**src/rtl/dct_pkg.sv**
```systemverilog
// dct_pkg: shared definitions for the 2D DCT sequencer slice.
//   - state_t : sequencer FSM states
//   - N       : points per 1D line (fixed at 8)
//   - ADDR_W  : transpose RAM address width (log2 of N*N)
//   - LINE_W  : width of the line / index counters (log2 of N)
//   - PASS_ROW / PASS_COL : encoding of the pass flag
package dct_pkg;

  localparam int N      = 8;
  localparam int ADDR_W = 6;
  localparam int LINE_W = 3;

  localparam logic PASS_ROW = 1'b0;
  localparam logic PASS_COL = 1'b1;

  // IDLE is encoded as 0 so the exported state reads 0 out of reset.
  typedef enum logic [2:0] {
    S_IDLE  = 3'd0,
    S_LOAD  = 3'd1,
    S_READ  = 3'd2,
    S_DRAIN = 3'd3,
    S_KICK  = 3'd4,
    S_WAIT  = 3'd5,
    S_WB    = 3'd6,
    S_FIN   = 3'd7
  } state_t;

endpackage

```
**src/rtl/dct_addr_gen.sv**
```systemverilog
// dct_addr_gen: counters and transpose address mapping for the DCT sequencer.
// Ports:
//   clk, rst   : clock, synchronous active-high reset
//   clear      : zero every counter and return to the row pass
//   load_step  : advance the 6-bit load counter
//   idx_step   : advance the sample index (wraps 7 -> 0)
//   line_step  : advance the line counter (wraps 7 -> 0)
//   pass_set   : switch to the column pass
//   load_cnt   : current load address
//   idx, line  : current sample index and line
//   pass       : 0 = row pass, 1 = column pass
//   xaddr      : in-place RAM address for (line, idx) under the current pass
module dct_addr_gen
  import dct_pkg::*;
(
  input  logic              clk,
  input  logic              rst,
  input  logic              clear,
  input  logic              load_step,
  input  logic              idx_step,
  input  logic              line_step,
  input  logic              pass_set,
  output logic [ADDR_W-1:0] load_cnt,
  output logic [LINE_W-1:0] idx,
  output logic [LINE_W-1:0] line,
  output logic              pass,
  output logic [ADDR_W-1:0] xaddr
);

  always_ff @(posedge clk) begin
    if (rst || clear) begin
      load_cnt <= '0;
      idx      <= '0;
      line     <= '0;
      pass     <= PASS_ROW;
    end else begin
      if (load_step) load_cnt <= load_cnt + ADDR_W'(1);
      if (idx_step)  idx      <= idx + LINE_W'(1);
      if (line_step) line     <= line + LINE_W'(1);
      if (pass_set)  pass     <= PASS_COL;
    end
  end

  // Row pass walks a row of the row-major block; column pass walks a column,
  // which is the transpose of the same storage.
  assign xaddr = (pass == PASS_COL) ? {idx, line} : {line, idx};

endmodule

```
**src/rtl/dct2d_sequencer.sv**
```systemverilog
// dct2d_sequencer: control for a shared 8-point 1D DCT engine doing a 2D DCT
// in place in an 8x8 transpose RAM (load, 8 row lines, 8 column lines).
// Ports:
//   clk, rst            : clock, synchronous active-high reset
//   start               : begin a block (sampled in IDLE only)
//   in_valid / in_ready : external sample handshake during LOAD
//   ram_cs/we/re/addr   : RAM strobes and address (read data 1 cycle later)
//   in_sel              : RAM write-data mux, 0 = external, 1 = engine lane
//   vec_load, vec_idx   : load RAM read data into engine input lane vec_idx
//   res_sel             : engine output lane written back to RAM
//   dct_start           : one-cycle engine start pulse
//   dct_done            : engine result ready (sampled in WAIT only)
//   pass                : 0 = row pass, 1 = column pass
//   busy                : high in every state except IDLE
//   done                : one-cycle block-complete pulse
//   fsm_state           : current FSM state, for observation
//
// Handshake: a load beat transfers on a rising edge where in_valid && in_ready.
// in_ready is high for the whole of LOAD regardless of in_valid; the source may
// hold in_valid low for any number of cycles; exactly 64 beats are taken.
module dct2d_sequencer
  import dct_pkg::*;
(
  input  logic              clk,
  input  logic              rst,
  input  logic              start,
  input  logic              in_valid,
  output logic              in_ready,
  output logic              ram_cs,
  output logic              ram_we,
  output logic              ram_re,
  output logic [ADDR_W-1:0] ram_addr,
  output logic              in_sel,
  output logic              vec_load,
  output logic [LINE_W-1:0] vec_idx,
  output logic [LINE_W-1:0] res_sel,
  output logic              dct_start,
  input  logic              dct_done,
  output logic              pass,
  output logic              busy,
  output logic              done,
  output state_t            fsm_state
);

  state_t state;
  state_t next_state;

  logic              cnt_clear;
  logic              load_step;
  logic              idx_step;
  logic              line_step;
  logic              pass_set;
  logic [ADDR_W-1:0] load_cnt;
  logic [ADDR_W-1:0] xaddr;
  logic [LINE_W-1:0] idx;
  logic [LINE_W-1:0] line;
  logic              pass_r;

  dct_addr_gen u_addr_gen (
    .clk       (clk),
    .rst       (rst),
    .clear     (cnt_clear),
    .load_step (load_step),
    .idx_step  (idx_step),
    .line_step (line_step),
    .pass_set  (pass_set),
    .load_cnt  (load_cnt),
    .idx       (idx),
    .line      (line),
    .pass      (pass_r),
    .xaddr     (xaddr)
  );

  // RAM read data arrives one cycle after the READ address, so the engine
  // lane load is the READ cycle delayed by one; the final lane lands in DRAIN.
  always_ff @(posedge clk) begin
    if (rst) begin
      state    <= S_IDLE;
      vec_load <= 1'b0;
      vec_idx  <= '0;
    end else begin
      state    <= next_state;
      vec_load <= (state == S_READ);
      vec_idx  <= (state == S_READ) ? idx : '0;
    end
  end

  always_comb begin
    next_state = state;
    cnt_clear  = 1'b0;
    load_step  = 1'b0;
    idx_step   = 1'b0;
    line_step  = 1'b0;
    pass_set   = 1'b0;
    in_ready   = 1'b0;
    ram_cs     = 1'b0;
    ram_we     = 1'b0;
    ram_re     = 1'b0;
    ram_addr   = '0;
    in_sel     = 1'b0;
    res_sel    = '0;
    dct_start  = 1'b0;
    done       = 1'b0;

    case (state)
      S_IDLE: begin
        if (start) begin
          cnt_clear  = 1'b1;
          next_state = S_LOAD;
        end
      end

      S_LOAD: begin
        in_ready = 1'b1;
        ram_cs   = 1'b1;
        ram_we   = in_valid;
        ram_addr = load_cnt;
        if (in_valid) begin
          load_step = 1'b1;
          // idx and line are still zero from the clear on start.
          if (load_cnt == ADDR_W'(63)) next_state = S_READ;
        end
      end

      S_READ: begin
        ram_cs   = 1'b1;
        ram_re   = 1'b1;
        ram_addr = xaddr;
        idx_step = 1'b1;
        // idx wraps back to 0 here, ready for write-back.
        if (idx == LINE_W'(7)) next_state = S_DRAIN;
      end

      S_DRAIN: next_state = S_KICK;

      S_KICK: begin
        dct_start  = 1'b1;
        next_state = S_WAIT;
      end

      S_WAIT: begin
        if (dct_done) next_state = S_WB;
      end

      S_WB: begin
        ram_cs   = 1'b1;
        ram_we   = 1'b1;
        in_sel   = 1'b1;
        res_sel  = idx;
        ram_addr = xaddr;
        idx_step = 1'b1;
        if (idx == LINE_W'(7)) begin
          // line wraps 7 -> 0 at the end of each pass.
          line_step = 1'b1;
          if (line == LINE_W'(7) && pass_r == PASS_COL) begin
            next_state = S_FIN;
          end else begin
            if (line == LINE_W'(7)) pass_set = 1'b1;
            next_state = S_READ;
          end
        end
      end

      S_FIN: begin
        done       = 1'b1;
        next_state = S_IDLE;
      end

      default: next_state = S_IDLE;
    endcase
  end

  // The pass register keeps its last value after a block; masking it in IDLE
  // keeps every output at 0 there.
  assign pass      = (state != S_IDLE) && (pass_r == PASS_COL);
  assign busy      = (state != S_IDLE);
  assign fsm_state = state;

endmodule
```
**config.mk**
```make
export PLATFORM = sky130hd
export DESIGN_NAME = dct2d_sequencer
export DESIGN_NICKNAME = d
export VERILOG_FILES = /design/src/rtl/dct_pkg.sv /design/src/rtl/dct_addr_gen.sv /design/src/rtl/dct2d_sequencer.sv
export SDC_FILE = /design/constraint.sdc
export NUM_CORES = 1
export LEC_CHECK = 0
export CORE_UTILIZATION = 54
export CTS_BUF_LIST = sky130_fd_sc_hd__clkbuf_4
export CTS_CLUSTER_DIAMETER = 30
export DETAILED_ROUTE_END_ITERATION = 7
export PLACE_DENSITY = 0.88
export SLEW_MARGIN = 20
export SYNTH_ARGS = -nofsm -noshare
export SYNTH_HDL_FRONTEND = slang
export SYNTH_SLANG_ARGS = --single-unit
```
**constraint.sdc**
```tcl
create_clock -name clk -period 3 [get_ports clk]
set_clock_uncertainty 0.1 [all_clocks]
set_input_delay 0.6 -clock clk [delete_from_list [all_inputs] [get_ports clk]]
set_output_delay 0.6 -clock clk [all_outputs]
set_load 0.005 [all_outputs]
```
==> results of run 1 <==
## layer usage
layer,share of wire [%],vias to the layer above,wire (um)
li1,-,497,-
met1,45,481,1170
met2,50,24,1320
met3,2.6,8,68
met4,2.4,0,63
met5,0,-,0
## stage by stage
step / area, um^2 / utilization, % / worst slack, ps / power [mW]
6_report: 1490 / 74.6 / 125 / 0.840
5_1_grt: 1490 / 74.6 / 10.3 / 0.888
4_1_cts: 1490 / 74.6 / 117 / 0.840
3_5_place_dp: 1470 / 73.3 / 406 / 0.708
3_3_place_gp: 1470 / 73.3 / 435 / 0.688
2_1_floorplan: 1160 / - / 988 / 0.545
## layout by cell type, fill, tap and decap left out, drive strengths merged
master	instances
nor3	1
o21bai	1
clkdlybuf4s50	29
and2	6
a211o	1
nor2	11
nand4	2
xnor2	2
dfxtp	20
nand3b	1
o211a	1
nand2	5
or3	2
xor2	3
or2	1
and3	3
a41oi	2
ha	10
nand2b	6
clkbuf	3
o31ai	1
a22o	6
a21o	1
nand3	4
inv	6
clkinv	1
mux2i	5
o21ai	3
and2b	1
buf	2
a2bb2oi	1
o2111ai	1
a31oi	1
mux2	6
a21oi	3
nor3b	1
## logic make-up after synthesis
family,Yosys count
adders and majority gates,10
xor gates and xnor gates,5
buffers and inverters,11
muxes,11
DFF,20
AOI/OAI and AO/OA,22
and+or+nand+nor,44
## path summary, 6_finish.rpt
path,from,to,slack [ps]
setup / recovery,fsm_state[1],ram_cs,130
hold / removal,u_addr_gen.load_cnt[4],u_addr_gen.load_cnt[4],440
setup reg to reg,fsm_state[1],fsm_state[0],980
hold reg to reg,u_addr_gen.load_cnt[4],u_addr_gen.load_cnt[4],440
## registers in the layout (all words and copies together), names as in the netlist
register and flops:
u_addr_gen.load_cnt 6, vec_idx 3, u_addr_gen.line 3, u_addr_gen.pass 1, u_addr_gen.idx 3, vec_load 1
fsm_state 3
## power breakdown
group,total [mW],internal [mW],switching (mW)
Clock,0.133,0.0486,0.0844
Combinational,0.393,0.189,0.204
Sequential,0.313,0.287,0.0257
## worst reg2reg max path: stages, from the launching register on
cell,delay (ps)
dfxtp_1,370
inv_1,100
ha_1,290
and2b_1,380
o21ai_0,230
o211a_1,240
o31ai_1,230
## cell type report
| cell class | count | area [um^2] | share of cell area (%) |
|---|---|---|---|
| multi-input cells | 92 | 704 | 47.2 |
| flip-flops and latches | 20 | 400 | 26.8 |
| repair buffers | 31 | 305 | 20.5 |
| well taps | 27 | 33.8 | 2.26 |
| clock buffers | 3 | 22.5 | 1.51 |
| inverters | 6 | 22.5 | 1.51 |
| clock inverters | 1 | 3.75 | 0.251 |
==> flow_metrics.py, run 1 <==
metrics = {
    "place": {
        "dp_cells": 176,
        "port-buffer-count": 29,
        "hpwl_um": 2030,
        "gp_congestion": 0.801,
    },
    "floorplan": {
        "core_area_um2": 2000,
        "io_pins": 30,
        "die_w_um": 48.4,
        "die_h_um": 48.4,
        "rows": 16,
        "start_util_pct": 58.1,
        "dieArea_um2": 2340,
    },
    "clocking": {
        "cts_setup_buffers": 0,
        "clock_latency_ps": 300,
        "cts_tree": "done",
        "hold_buffers": 0,
        "cts_buffer_depth": 2,
        "cts_buffers": 3,
        "clk_pin_slew_worst_paths_ps": 110,
        "cts_resized": 0,
        "cts_num_sinks": 20,
        "htreeDepth": 1,
        "cts_root_buffer": "clkbuf_4",
    },
    "drt": {
        "dr.pass1.iters": 4,
        "wl_per_cell_um": 14.6,
        "antenna_left": 0,
        "avgViaCountPerCell": 5.61,
        "finalWirelength_um": 2630,
        "drc": 0,
        "drt-initial-drc-count": 19,
        "vias": 1010,
    },
    "global_routing": {
        "antenna_found_initial": 0,
        "grt_pass1_wl_um": 4510,
        "busiest_layer": "met2",
        "gr-usage-met1_pct": 29.3,
        "use_met3_pct": 2.20,
        "grt-ovfl-total": 0,
        "grt_max_degree": 16,
        "grt_util_met2_pct": 44.8,
        "globalRouteTotalUtil_pct": 24.9,
        "grt_pass1_vias": 1030,
    },
    "worst_setup_path": {
        "endpoint_kind": "primary output",
        "cpLargestDelayFamily": "simple AND/OR/NAND/NOR gates",
        "max_stage_delay_ps": 440,
        "critPathKind": "register to primary output",
        "path_depth": 5,
        "worst_ep_required_time_ps": 2300,
        "worstSetupStartpointType": "register",
        "path_max_fanout": 11,
        "critPathBufInv": 2,
        "slowest_stage": "clkdlybuf4s50_1",
        "arrival_ps": 2170,
        "reg2reg_depth": 6,
        "path_cells": "inv_1, ha_1, and2b_1, or2_2, clkdlybuf4s50_1",
    },
    "finish": {
        "final_cells": 180,
        "synthToLayoutAreaGrowth_pct": 28.4,
        "antennaDiodeCount": 0,
        "nets": 169,
        "num-fill-cells": 159,
        "drive_above_1_share_pct": 9.15,
    },
    "power": {
        "power_density_nw_per_um2": 562,
        "p_leak_nw": 0.648,
        "ir_drop_v": 0.000508,
    },
    "synth": {
        "yosys.area_share.xor_xnor_pct": 3.77,
        "yosys-top-cells-count": "dfxtp_1, nor2_1, ha_1",
        "syn_inst": 123,
        "synth_cell_types": 37,
        "yosysTopAreaCellShare_pct": 34.4,
        "synth-seq-cells": 20,
        "synth_edf_count": 0,
        "yosys.area_share.simple_pct": 21.1,
        "synth-main-ff-cell": "dfxtp_1",
        "avgSynthCellArea_um2": 9.45,
        "synth_compound_area_share_pct": 14.9,
        "syn_nets": 138,
        "async_reset_ff_share_pct": 0,
        "synthAdderAreaFrac_pct": 10.8,
        "synth_area_leaders": "dfxtp_1, ha_1, mux2_2",
        "synth-warning-count": 0,
        "synth.area.mux_share_pct": 10.1,
        "synth_top_cell_by_area": "dfxtp_1",
        "synth_top_family_by_area": "simple AND/OR/NAND/NOR gates",
        "yosysMostFrequentCell": "dfxtp_1",
        "syn_area_um2": 1160,
        "yosysSeqAreaShare_pct": 34.4,
    },
    "sta": {
        "worst_hold_slack_ps": 441,
        "hold_viol_final": 0,
        "timing.fmax_mhz": 348,
        "min_period_ps": 2870,
        "slew_viol_final": 0,
        "fin_crit_sh_pct": 95.8,
        "setup_tns_ps": 0,
        "rsz0062_at_grt": "no",
        "slew_headroom_pct": 72.5,
        "setup_viol": 0,
        "worst_slew_pin_slew_ps": 412,
    },
    "run": {
        "max_cap_violations": 0,
    },
    "worst_hold_path": {
        "hold_path_depth": 2,
        "min_path_type": "register to register",
    },
    "outcome": {
        "status": "complete, no violations",
    },
}
Power figures use the tool's default switching activity.
==> run 2, diff against run 1 <==
CORE_UTILIZATION = 30   (was 54)
DONT_BUFFER_PORTS = 1   (was unset)
PLACE_DENSITY = 0.45   (was 0.88)
==> run 2 against run 1 <==
  * Largest power group is now registers
  * Total power down 13%
  * Worst hold slack got worse by 160 ps
  * Cell area down 18%
  * Wire length up 0.80%
  * Non-clock buffer count is 30 lower
  * Final cell count decreased by 5.0%
  * Global-route usage is 12 points lower
  * Sequential cell count stayed put
  * Count of clock-buffer cells in the layout unchanged
  * Utilization decreased by 41 points
  * Register-to-register slack gained 20 ps
  * Critical path type unchanged
  * Worst setup slack improved by 380 ps
==> flow_metrics.py, run 2 (same netlist as run 1, synthesis figures left out) <==
metrics = {
    "sta": {
        "setup_tns_ps": 0,
        "slew_viol_final": 0,
        "slew_headroom_pct": 69.1,
        "timing.fmax_mhz": 401,
        "min_period_ps": 2500,
        "hold_viol_final": 0,
        "worst_hold_slack_ps": 285,
        "fin_crit_sh_pct": 83.2,
        "worst_slew_pin_slew_ps": 462,
        "rsz0062_at_grt": "no",
        "setup_viol": 0,
    },
    "clocking": {
        "hold_buffers": 0,
        "cts_resized": 0,
        "cts_num_sinks": 20,
        "clock_latency_ps": 310,
        "cts_buffer_depth": 2,
        "clk_pin_slew_worst_paths_ps": 120,
        "cts_tree": "done",
        "cts_root_buffer": "clkbuf_4",
        "cts_setup_buffers": 0,
        "htreeDepth": 1,
        "cts_buffers": 3,
    },
    "place": {
        "hpwl_um": 2010,
        "port-buffer-count": 0,
        "gp_congestion": 0.727,
    },
    "finish": {
        "synthToLayoutAreaGrowth_pct": 5.06,
        "layout_commonest_cell": "dfxtp_1",
        "nets": 139,
        "drive_above_1_share_pct": 10.6,
        "ff_latch_area_um2": 400,
        "antennaDiodeCount": 0,
        "most-common-layout-cells": "dfxtp_1, nor2_1, ha_1",
        "largest_reg_flops": 6,
        "multiInputGateArea_um2": 704,
        "num-fill-cells": 393,
        "fin_util_pct": 33.1,
        "largest_register": "u_addr_gen.load_cnt",
    },
    "run": {
        "max_cap_violations": 0,
    },
    "worst_setup_path": {
        "worstSetupStartpointType": "register",
        "startpoint": "fsm_state[1]",
        "worst_ep_required_time_ps": 2300,
        "arrival_ps": 1800,
        "path_max_fanout": 11,
        "reg2reg_slack_ps": 1000,
        "endpoint_kind": "primary output",
        "rr_startpoint": "fsm_state[1]",
        "critPathKind": "register to primary output",
    },
    "global_routing": {
        "grt_pass1_vias": 835,
        "grt_max_degree": 17,
        "grt-ovfl-total": 0,
        "antenna_found_initial": 0,
        "grt_pass1_wl_um": 4170,
        "globalRouteTotalUtil_pct": 13.2,
    },
    "power": {
        "p_leak_nw": 0.540,
        "power.total_mw": 0.730,
        "pwr-share-seq_pct": 43.9,
        "swShare_pct": 40.2,
        "power.internal_mw": 0.436,
        "power_density_nw_per_um2": 597,
        "ir_drop_v": 0.000388,
        "switchingPower_mw": 0.293,
        "clkPwrFrac_pct": 18.4,
        "p_comb_share_pct": 37.7,
    },
    "outcome": {
        "status": "complete, no violations",
    },
    "drt": {
        "antenna_left": 0,
        "dr.pass1.iters": 4,
        "vias": 868,
        "wl_per_cell_um": 15.5,
        "drc": 0,
        "drt-initial-drc-count": 30,
        "finalWirelength_um": 2650,
        "avgViaCountPerCell": 5.08,
    },
    "floorplan": {
        "dieArea_um2": 4130,
        "rows": 22,
        "die_h_um": 64.2,
        "core_area_um2": 3690,
        "die_w_um": 64.2,
        "io_pins": 30,
        "start_util_pct": 31.5,
    },
    "worst_hold_path": {
        "holdCritStartpoint": "rst",
        "min_path_type": "input port to register",
    },
}
## run 2: cell type report
cell class	instances	area share, %
Clock buffer	3	1.84
Tap cell	48	4.92
Sequential cell	20	32.8
Multi-Input combinational cell	92	57.7
Timing Repair Buffer	1	0.615
Clock inverter	1	0.307
Inverter	6	1.84
## run 2: metal layers
layer	share of wire (%)	global-route usage, %
met3	6.5	5.00
met1	47	16.0
met2	46	21.6
met5	0	0
met4	0.87	3.33
## run 2: critical path, stage by stage, from the launching register on
cell     delay (ps)
dfxtp_1         460
inv_1            90
ha_1            270
and2b_1         330
or2_2           350
## run 2: per-stage QoR
stage | instance area, um^2 | setup slack [ps] | cells
final | 1220 | 503 | 171
after global routing | 1220 | 423 | 171
after CTS | 1220 | 492 | 171
after detailed placement | 1190 | 840 | 167
after global placement | 1190 | 895 | 167
after floorplan | 1160 | 988 | 123
## run 2: final timing paths
check / cells after the start / end
hold reg to reg: 2 / u_addr_gen.load_cnt[4]
hold / removal: 1 / vec_load
setup / recovery: 4 / ram_cs
setup reg to reg: 6 / fsm_state[0]
## run 2: power groups by stage
stage               clock, mW  sequential, mW  combinational (mW)
finish                  0.134           0.320               0.275
global route            0.151           0.324               0.303
CTS                     0.142           0.321               0.277
detailed placement          0           0.328               0.276
global placement            0           0.325               0.277
floorplan                   0           0.316               0.229
==> run 3, diff against run 2 <==
clock period = 2.3 ns   (was 3 ns; I/O delays follow)
==> run 3 against run 2 <==
  * Critical path depth unchanged
  * Sequential cell count unchanged
  * Clock power increased by 28%
  * Total power increased by 31%
  * Critical path type unchanged
  * Worst hold slack got worse by 140 ps
  * Worst setup slack got worse by 400 ps
  * Final cell count increased by 1.2%
  * Sequential power increased by 28%
  * Largest cell class unchanged
  * Sequential share of layout area decreased by 0.36 points
  * Non-clock buffer count increased by 2
==> flow_metrics.py, run 3 (same netlist as run 1, synthesis figures left out) <==
metrics = {
    "drt": {
        "finalWirelength_um": 2730,
        "vias": 864,
        "wl_met1_um": 1310,
        "drc": 0,
        "wl_per_cell_um": 15.8,
        "drt-initial-drc-count": 29,
        "avgViaCountPerCell": 4.99,
        "top_layer_used": "met4",
        "dr.pass1.iters": 4,
        "met3_length_um": 111,
        "met2WireLength_um": 1280,
        "antenna_left": 0,
    },
    "place": {
        "hpwl_um": 2100,
        "place_ws_ps": 316,
        "gp_congestion": 0.716,
        "port-buffer-count": 0,
    },
    "sta": {
        "worst_slew_pin_slew_ps": 440,
        "setup_tns_ps": 0,
        "setup_slack_ps": 104,
        "timing.fmax_mhz": 455,
        "min_period_ps": 2200,
        "slew_viol_final": 0,
        "setup_viol": 0,
        "slew_headroom_pct": 70.6,
        "rsz0062_at_grt": "no",
        "fin_crit_sh_pct": 95.5,
        "hold_viol_final": 0,
    },
    "finish": {
        "num-fill-cells": 408,
        "largest_reg_flops": 6,
        "layout_commonest_cell": "dfxtp_1",
        "drive_above_1_share_pct": 13.6,
        "antennaDiodeCount": 0,
        "nets": 141,
        "fin_util_pct": 33.6,
        "largest_register": "u_addr_gen.load_cnt",
        "synthToLayoutAreaGrowth_pct": 6.57,
        "most-common-layout-cells": "dfxtp_1, nor2_1, ha_1",
    },
    "worst_setup_path": {
        "startpoint": "fsm_state[1]",
        "arrival_ps": 1640,
        "rr_startpoint": "u_addr_gen.idx[1]",
        "worstSetupStartpointType": "register",
        "path_max_fanout": 11,
        "slowest_stage": "dfxtp_2",
        "critPathKind": "register to primary output",
        "reg2reg_slack_ps": 540,
        "rr_endpoint": "fsm_state[1]",
        "max_stage_delay_ps": 400,
        "reg2reg_depth": 6,
        "worst_ep_required_time_ps": 1740,
        "path_cells": "inv_1, ha_1, and2b_2, or2_2",
        "endpoint_kind": "primary output",
    },
    "global_routing": {
        "globalRouteTotalUtil_pct": 14.6,
        "grt_pass1_vias": 852,
        "grt_pass1_wl_um": 4550,
        "grt_max_degree": 16,
        "grt-ovfl-total": 0,
        "antenna_found_initial": 0,
    },
    "floorplan": {
        "dieArea_um2": 4130,
        "die_h_um": 64.2,
        "io_pins": 30,
        "start_util_pct": 31.5,
        "die_w_um": 64.2,
        "core_area_um2": 3690,
        "rows": 22,
    },
    "power": {
        "p_leak_nw": 0.551,
        "ir_drop_v": 0.000417,
        "power_density_nw_per_um2": 770,
    },
    "clocking": {
        "cts_buffer_depth": 2,
        "cts_setup_buffers": 0,
        "cts_tree": "done",
        "htreeDepth": 1,
        "clk_pin_slew_worst_paths_ps": 110,
        "hold_buffers": 0,
        "cts_num_sinks": 20,
        "cts_resized": 1,
        "clock_latency_ps": 300,
        "cts_buffers": 3,
        "cts_root_buffer": "clkbuf_4",
    },
    "run": {
        "max_cap_violations": 0,
    },
    "worst_hold_path": {
        "hold_path_depth": 1,
        "min_path_type": "input port to register",
        "min_to": "fsm_state[0]",
        "holdCritStartpoint": "rst",
    },
    "outcome": {
        "status": "complete, no violations",
    },
}
-- run 3: worst max-delay path by stage --
stage,endpoint,slack (ps),depth (start not counted)
6_report,ram_cs,100,4
5_1_grt,ram_cs,7,4
4_1_cts,ram_cs,10,4
3_5_place_dp,ram_cs,320,4
3_3_place_gp,ram_cs,340,4
2_1_floorplan,ram_cs,430,5
-- run 3: stage by stage --
step / std cells / power, mW / cell area [um^2] / hold slack [ps]
after CTS: 173 / 0.970 / 1240 / 131
final: 173 / 0.954 / 1240 / 144
after detailed placement: 169 / 0.793 / 1210 / 394
after global routing: 173 / 1.04 / 1240 / 120
after global placement: 169 / 0.787 / 1210 / 392
after floorplan: 123 / 0.711 / 1160 / 367
-- run 3: routing by layer --
layer  up-vias  track usage (%)
met5         -                0
met4         0             2.50
met3         2             4.82
met2        19             23.6
met1       403             18.9
li1        440                -
-- run 3: layout make-up --
type / count / area, um^2 / area share [%]
multi-input combinational: 92 / 706 / 57.0
clock inverter: 1 / 3.75 / 0.303
sequential: 20 / 402 / 32.4
inverter: 6 / 22.5 / 1.82
timing repair buffer: 3 / 22.5 / 1.82
tap: 48 / 60.1 / 4.85
clock buffer: 3 / 22.5 / 1.82
-- run 3: power by group --
part           internal [mW]  switching, mW
Combinational          0.140          0.234
Clock                 0.0632          0.107
Sequential             0.377         0.0321
Total                  0.580          0.374
-- run 3: critical path: cells and delay by family (launching register included) --
kind	cells	cell delay [ps]
buf+inv	1	70
fa+ha+maj	1	240
simple gates	2	620
flops	1	400
